--- src/rtl/uart_rx_fifo.sv ---
// 16x-oversampled UART receiver (8N1; even parity when UART_RX_PARITY_EN is defined) feeding a 16-deep FWFT FIFO.
// Byte reaches the FIFO head one clk after its stop-bit decision; a push into a full FIFO with no pop is dropped and flagged.
module uart_rx_fifo #(
  parameter int CLK_RATE = 84000000,
  parameter int BAUD     = 115200,
  parameter int FIFO_AW  = 4
) (
  input  logic               clk_sys,
  input  logic               reset,
  input  logic               rx,
  input  logic               rd,
  output logic [7:0]         dout,
  output logic               empty,
  output logic [FIFO_AW:0]   count,
  output logic               byte_strobe,
  output logic               frame_err,
  output logic               overrun,
`ifdef UART_RX_PARITY_EN
  output logic               parity_err,
`endif
  input  logic               clr_err
);

  localparam int DIV   = (CLK_RATE + 8 * BAUD) / (16 * BAUD);
  localparam int DW    = (DIV > 1) ? $clog2(DIV) : 1;
  localparam int DEPTH = 1 << FIFO_AW;
  localparam logic [DW-1:0]      DIV_LAST = DW'(DIV - 1);
  localparam logic [DW-1:0]      DIV_ONE  = DW'(1);
  localparam logic [FIFO_AW-1:0] PTR_ONE  = FIFO_AW'(1);
  localparam logic [FIFO_AW:0]   CNT_ONE  = (FIFO_AW + 1)'(1);
  localparam logic [FIFO_AW:0]   CNT_FULL = (FIFO_AW + 1)'(DEPTH);

  typedef enum logic [2:0] {
    S_IDLE,
    S_START,
    S_DATA,
`ifdef UART_RX_PARITY_EN
    S_PARITY,
`endif
    S_STOP,
    S_BREAK
  } state_t;

  logic [1:0]         r_sync;
  logic               r_rx_q;
  state_t             r_state;
  logic [DW-1:0]      r_div;
  logic [3:0]         r_tick;
  logic [2:0]         r_bit;
  logic               r_s7;
  logic               r_s8;
  logic [7:0]         r_shift;

  logic [7:0]         r_mem [DEPTH];
  logic [FIFO_AW-1:0] r_wptr;
  logic [FIFO_AW-1:0] r_rptr;
  logic [FIFO_AW:0]   r_count;
  logic               r_strobe;
  logic               r_frame_err;
  logic               r_overrun;

  logic w_rx;
  logic w_fall;
  logic w_busy;
  logic w_tick;
  logic w_maj;
  logic w_dec;
  logic w_push;
  logic w_ferr;
  logic w_full;
  logic w_pop;
  logic w_wr;
  logic w_drop;

  assign w_rx   = r_sync[1];
  // Start needs a seen-high line: r_rx_q resets low, so a line held low out of reset never triggers.
  assign w_fall = r_rx_q & ~w_rx;
  assign w_busy = (r_state != S_IDLE) && (r_state != S_BREAK);
  assign w_tick = (r_div == DIV_LAST);
  assign w_maj  = (r_s7 & r_s8) | (r_s7 & w_rx) | (r_s8 & w_rx);
  assign w_dec  = w_busy && w_tick && (r_tick == 4'd9);
  assign w_ferr = w_dec && (r_state == S_STOP) && !w_maj;

`ifdef UART_RX_PARITY_EN
  logic r_par_bad;
  logic r_parity_err;
  logic w_perr;
  assign w_perr     = w_dec && (r_state == S_PARITY) && (w_maj != ^r_shift);
  assign w_push     = w_dec && (r_state == S_STOP) && w_maj && !r_par_bad;
  assign parity_err = r_parity_err;
`else
  assign w_push     = w_dec && (r_state == S_STOP) && w_maj;
`endif

  always_ff @(posedge clk_sys) begin
    if (reset) begin
      r_sync  <= 2'b00;
      r_rx_q  <= 1'b0;
      r_state <= S_IDLE;
      r_div   <= '0;
      r_tick  <= 4'd0;
      r_bit   <= 3'd0;
      r_s7    <= 1'b0;
      r_s8    <= 1'b0;
      r_shift <= 8'h00;
`ifdef UART_RX_PARITY_EN
      r_par_bad <= 1'b0;
`endif
    end else begin
      r_sync <= {r_sync[0], rx};
      r_rx_q <= w_rx;
      case (r_state)
        S_IDLE: begin
          if (w_fall) begin
            r_state <= S_START;
            r_div   <= '0;
            r_tick  <= 4'd0;
          end
        end
        S_BREAK: begin
          if (w_rx) r_state <= S_IDLE;
        end
        default: begin
          r_div <= w_tick ? '0 : r_div + DIV_ONE;
          if (w_tick) begin
            r_tick <= r_tick + 4'd1;
            if (r_tick == 4'd7) r_s7 <= w_rx;
            if (r_tick == 4'd8) r_s8 <= w_rx;
          end
          if (w_dec) begin
            case (r_state)
              S_START: begin
                if (w_maj) begin
                  r_state <= S_IDLE;
                end else begin
                  r_state <= S_DATA;
                  r_bit   <= 3'd0;
`ifdef UART_RX_PARITY_EN
                  r_par_bad <= 1'b0;
`endif
                end
              end
              S_DATA: begin
                r_shift <= {w_maj, r_shift[7:1]};
                r_bit   <= r_bit + 3'd1;
`ifdef UART_RX_PARITY_EN
                if (r_bit == 3'd7) r_state <= S_PARITY;
`else
                if (r_bit == 3'd7) r_state <= S_STOP;
`endif
              end
`ifdef UART_RX_PARITY_EN
              S_PARITY: begin
                r_par_bad <= (w_maj != ^r_shift);
                r_state   <= S_STOP;
              end
`endif
              // Leaving mid stop bit lets the next start edge be caught early.
              default: r_state <= w_maj ? S_IDLE : S_BREAK;
            endcase
          end
        end
      endcase
    end
  end

  assign w_full = (r_count == CNT_FULL);
  assign w_pop  = rd && (r_count != '0);
  assign w_wr   = w_push && (!w_full || w_pop);
  assign w_drop = w_push && w_full && !w_pop;

  always_ff @(posedge clk_sys) begin
    if (reset) begin
      for (int i = 0; i < DEPTH; i++) r_mem[i] <= 8'h00;
      r_wptr      <= '0;
      r_rptr      <= '0;
      r_count     <= '0;
      r_strobe    <= 1'b0;
      r_frame_err <= 1'b0;
      r_overrun   <= 1'b0;
`ifdef UART_RX_PARITY_EN
      r_parity_err <= 1'b0;
`endif
    end else begin
      if (w_wr) begin
        r_mem[r_wptr] <= r_shift;
        r_wptr        <= r_wptr + PTR_ONE;
      end
      if (w_pop) r_rptr <= r_rptr + PTR_ONE;
      if (w_wr && !w_pop)      r_count <= r_count + CNT_ONE;
      else if (!w_wr && w_pop) r_count <= r_count - CNT_ONE;
      r_strobe <= w_wr;
      // A new error event in the same cycle as clr_err wins.
      r_frame_err <= w_ferr || (r_frame_err && !clr_err);
      r_overrun   <= w_drop || (r_overrun && !clr_err);
`ifdef UART_RX_PARITY_EN
      r_parity_err <= w_perr || (r_parity_err && !clr_err);
`endif
    end
  end

  assign dout        = r_mem[r_rptr];
  assign empty       = (r_count == '0);
  assign count       = r_count;
  assign byte_strobe = r_strobe;
  assign frame_err   = r_frame_err;
  assign overrun     = r_overrun;

endmodule
--- config.mk ---
export PLATFORM = sky130hd
export DESIGN_NAME = uart_rx_fifo
export DESIGN_NICKNAME = d
export VERILOG_FILES = /design/src/rtl/uart_rx_fifo.sv
export SDC_FILE = /design/constraint.sdc
export NUM_CORES = 1
export LEC_CHECK = 0
export BUFFER_PORTS_ARGS = -buffer_cell sky130_fd_sc_hd__clkbuf_2
export CORE_UTILIZATION = 45
export CTS_CLUSTER_SIZE = 14
export DETAILED_ROUTE_END_ITERATION = 8
export PLACE_DENSITY_LB_ADDON = 0.12
export SLEW_MARGIN = 20
export SYNTH_ARGS = -nofsm -noshare
export SYNTH_HDL_FRONTEND = slang
export SYNTH_SLANG_ARGS = --single-unit
--- constraint.sdc ---
create_clock -name clk_sys -period 8.6 [get_ports clk_sys]
set_input_delay 1.29 -clock clk_sys [delete_from_list [all_inputs] [get_ports clk_sys]]
set_output_delay 1.29 -clock clk_sys [all_outputs]
set_load 0.01 [all_outputs]
After elaboration in Yosys (flattened, before gate mapping) --
Memory sizes are Yosys's and may differ from the RTL's. A register that Yosys moved wholly into a read port is not among the register bits. Cells that the tools add are included.
Storage, ports and cells: register bits 45, bits in writable memories 128, input port bits 5, logic and storage cells 114, memories 1
Memories:
- r_mem | words 16, width 8, read ports 1, clocked after memory_dff 1, wr ports 16, RTL line 54 | logic [7:0] r_mem [DEPTH];
Cells by class: add/sub/neg operators 7, equal/unequal tests 15, multiplexer cells 28, bitwise logic cells 9, reductions and logical operators 39
Operator list (number):
- 2-to-1 mux 4 bit | 5
- 2-to-1 mux 3 bit | 6
- case mux 3 bit (2 select lines) | 3
- logical AND 1 bit | 14
- adder 4 x 1 -> 4 bit (second input constant) | 3
- 2-to-1 mux 6 bit | 2
- case mux 6 bit (2 select lines) | 1
- AND reduction 3 bit | 4
- 2-to-1 mux 5 bit | 2
- == test 4 bit (second input constant) | 2
- 2-to-1 mux 8 bit | 1
- case mux 4 bit (2 select lines) | 1
- AND reduction 4 bit | 2
- OR reduction 8 bit | 1
- adder 6 x 1 -> 6 bit (second input constant) | 1
- == test 3 x 2 -> 1 bit (second input constant) | 2
- == test 3 bit (second input constant) | 2
- == test 6 bit (second input constant) | 1
- 2-to-1 mux 1 bit | 6
- inequality test 2 bit (second input constant) | 3
- nonzero test 2 bit | 3
- nonzero test 3 bit | 2
- adder 5 x 1 -> 5 bit (second input constant) | 1
- == test 5 bit (second input constant) | 1
- 17 further kinds | 29

Longest topological paths before layout --
word-level depth 12, depth in mapped cells 13, gate-level depth less buffers 13

Least setup slack after synthesis --
Ideal clock, no wire load.
path kind input to register, start point input port rd, end point register r_count[4] (netlist: count[4]), library setup time 121 ps, arrival time 3170 ps, required time 8479 ps, setup slack 5309 ps, cell stages on the path 9, buffers on the path 0, path through nor3b_2 nor3_1 ha_1 inv_1 ha_1 a21o_1 a21oi_1 mux2i_1 mux2_2
On the way: word-level cells in the longest chain between the ends 6
Ends and longest elaborated chain:
- start, declared | RTL line 11 | input logic rd,
- logical AND 1 bit * | RTL line 168 | assign w_pop = rd && (r_count != '0);
- logical OR 1 bit * | RTL line 169 | assign w_wr = w_push && (!w_full || w_pop);
- logical AND 1 bit * | RTL line 169
- named net w_wr | RTL line 72 | logic w_wr;
- logical NOT 1 bit | RTL line 191 | else if (!w_wr && w_pop) r_count <= r_count - CNT_ONE;
- logical AND 1 bit | RTL line 191
- nonzero test 2 bit (no line)
- end signal, assigned | RTL line 190 | if (w_wr && !w_pop) r_count <= r_count + CNT_ONE;
- end signal, assigned | RTL line 191
- end, declared | RTL line 57 | logic [FIFO_AW:0] r_count;
The timed path passes the listed nets; every way through them passes the cells marked *. A chain may end at the register's enable or synchronous reset.

==> run summary <==
Run status - finished, final reports clean
Row count - 48
Data required time at the worst endpoint - 7310 ps
Global routing usage summed across all routing layers - 20.9%
Headroom to the max-slew limit - 31.0%
Final setup vio count - 0
Leakage power - 2.79 nW
Total Nets Final - 665
Critical Path Start Type - flop
Fraction of final layout cells with drive strength greater than 1 - 16.7%
Maximum level of the CTS H-tree - 4
Number of pins exceeding their max-slew limit in the final report - 0
Initial cell density of the core - 46.0%
Cts repair resizes - 0
Number of primary I/O pins - 22
I/O Buffers - 21
Setup TNS - 0 ps
Worst slew pin tran - 1030 ps
Kind of end point of the critical path - primary output
Synth-to-Final Area Change - 10.6%
Met2 demand-to-capacity share in global routing - 34.3%
Cell-by-cell listing of the critical path - buf_4 -> mux4_2 -> mux4_2 -> clkbuf_2
Worst Setup Path Type - flop to primary output
Number of DRC markers after the initial detailed-route iteration - 495
Minimum clock period after layout - 3890 ps
Gpl congestion - 0.789
DIE AREA - 18,200 um^2
Arrival time worst endpoint - 2600 ps
Final HPWL from detailed placement - 12.0 mm
YS warnings - 0
Met3 Use GR - 4.13%
Clk Tree Root Cell - sky130_fd_sc_hd__clkbuf_16
Global routing usage on met1 - 27.6%
Worst Path Max Fanout - 32
Detailed-route wire length - 18.0 mm
Clk slew on worst S/H paths - 60 ps
Width of the chip - 135 um
Syn_area_per_cell - 12.5 um^2
First-pass GRT wire length - 27.7 mm
Die boundary height - 135 um
Number of global-route vias before repair - 4,822
Routed wirelength normalized by instance count - 20.5 um
Leading post-synthesis cells by cell area - sky130_fd_sc_hd__edfxtp_1 (48%), sky130_fd_sc_hd__dfxtp_1 (12%), sky130_fd_sc_hd__mux4_2 (11%)
Fin. Hold Viols - 0
Hold Crit Class - flop to flop
Worst-skew pair later-pin latency - 430 ps
Portion of the post-synthesis area used by sequential elements - 60.6%
Total CTS buffers - 17
Most used cell along the critical path - sky130_fd_sc_hd__mux4_2
Floorplan core area - 17,300 um^2
Cell type with the highest aggregate area in the netlist - sky130_fd_sc_hd__edfxtp_1
Area share of the largest cell type after synthesis - 48.3%
Netlist area before placement - 7960 um^2
N_diodes - 0
Final ANT Viol Nets - 0
P per Cell Area - 246 nW/um^2
GRT Residual Overflow - 0
Antenna violations before repair - 0
Fill cell count - 1,519
Synthesized flop and latch total - 177
Slowest-stage cell, CP - sky130_fd_sc_hd__mux4_2
Post-synth EDFFs - 128
Total vias in the final route - 4,966
# Post-CTS Setup Buffers - 0
Via-to-Cell Ratio - 5.65
Post-Syn Instances - 639
Number of detailed-routing iterations run before antenna repair - 5
Most common flop cell mapped by yosys - sky130_fd_sc_hd__edfxtp_1
Maximum number of pins on one net before global-route repair - 65
Smallest setup slack after layout - 4710 ps
Setup skew after layout - 5.12 ps
Hold_buf cts - 0
Proportion of synthesized flip-flops having asynchronous set or reset - 0%
Mapped Nets - 662
CP peak stage delay - 640 ps
Post-place setup slack - 5000 ps
Number of distinct library cell variants in the gate-level netlist after synthesis - 51
Maximum clock insertion buffer count - 2
Number of clock sinks - 177
IR drop worst, VDD - 147 uV
Highest achievable clock rate - 257 MHz
Global-route layer with the greatest usage - met2
Final period util - 45.2%
Clock tree from TritonCTS - done
Final routed DRC violation total - 0
Unrepaired setup endpoints after global routing - false
Max-cap violations - 0
-- path summary, 6_finish.rpt --
check | from | end | slack (ps) | cells past startpoint
worst max-delay path | flop | dout[2] | 4710 | 4
worst min-delay path | r_sync[0] | r_sync[1] | 450 | 1
worst max register to register | count[0] | count[4] | 5450 | 10
worst min register to register | r_sync[0] | r_sync[1] | 450 | 1
-- sequential cells by signal, indices dropped and copies added, names as in the netlist, 3 cells and up, named ones only --
signal	flops
count	5
r_wptr	4
r_div	6
r_shift	8
r_bit	3
r_rptr	4
r_state	3
r_mem	128
r_tick	4
-- worst max-delay path: cells and delay by family (launching register included) --
kind | cells | cell delay [ps]
muxes | 2 | 1150
DFF | 1 | 320
buffers and inverters | 2 | 670
-- cells in the final DEF, fill, tap and decap left out, drive strengths merged, types with 2 or more instances in the layout --
cell type and count:
o21ai 2, ha 17, nand2b 11, xnor2 4, a21o 2, nor2 168, a31o 4, o21bai 12
mux2i 7, a31oi 2, inv 13, dfxtp 49, nand3b 4, nand2 42, mux4 40, and2 2
buf 4, a22oi 2, nor3 7, xor2 6, clkinv 6, nand4 4, nor3b 4, mux2 3
bufinv 3, clkinvlp 4, nor4 2, edfxtp 128, nand3 10, and3 2, clkbuf 38, a32oi 3
nor2b 8, a21oi 24, a311oi 2
-- cells in the mapped netlist, drive strengths merged, types with 10 or more instances --
cell type and count:
a21oi 24, buf 23, clkbuf 18, dfxtp 49, edfxtp 128, ha 17
inv 12, mux4 40, nand2 42, nand2b 11, nand3 10, nor2 168
o21bai 12
-- routing by layer --
layer	up-vias	share of wire [%]
met5	-	0
met3	16	4.9
met4	0	1.3
met2	152	49
li1	2295	-
met1	2503	45
-- area by class of cell --
| class | count | area, um^2 | area share (%) |
|---|---|---|---|
| Sequential cell | 177 | 4830 | 54.8 |
| Multi-Input combinational cell | 409 | 2930 | 33.2 |
| Clock buffer | 17 | 425 | 4.83 |
| Tap cell | 225 | 282 | 3.20 |
| Clock inverter | 14 | 166 | 1.89 |
| Timing Repair Buffer | 25 | 135 | 1.53 |
| Inverter | 12 | 45.0 | 0.512 |
-- cells by family after synthesis --
logic type | Yosys count | share of synthesized area [%]
AND/OR/NAND/NOR | 271 | 15.1
flip-flops | 177 | 60.6
AO/OA/AOI/OAI | 59 | 4.90
buffers and inverters | 53 | 2.67
multiplexers | 50 | 12.6
adder cells (fa/ha/maj) | 19 | 3.05
XOR/XNOR | 10 | 1.10
-- where the power goes --
group | switching [mW] | total [mW] | internal (mW) | leakage (nW)
logic | 0.219 | 0.397 | 0.178 | 0.882
registers | 0.0351 | 0.996 | 0.961 | 1.62
clock network | 0.320 | 0.775 | 0.454 | 0.281
-- stage by stage --
step           area (um^2)  util (%)  hold slack (ps)  power (mW)  cells
4_1_cts               8810      50.9              456        2.19    879
5_1_grt               8810      50.9              464        2.25    879
3_5_place_dp          8210      47.5              434        1.42    848
3_3_place_gp          8210      47.5              435        1.41    848
6_report              8810      50.9              448        2.17    879
2_1_floorplan         7960         -              414        1.30    639
Note: power is estimated with default switching activity, not from simulation.
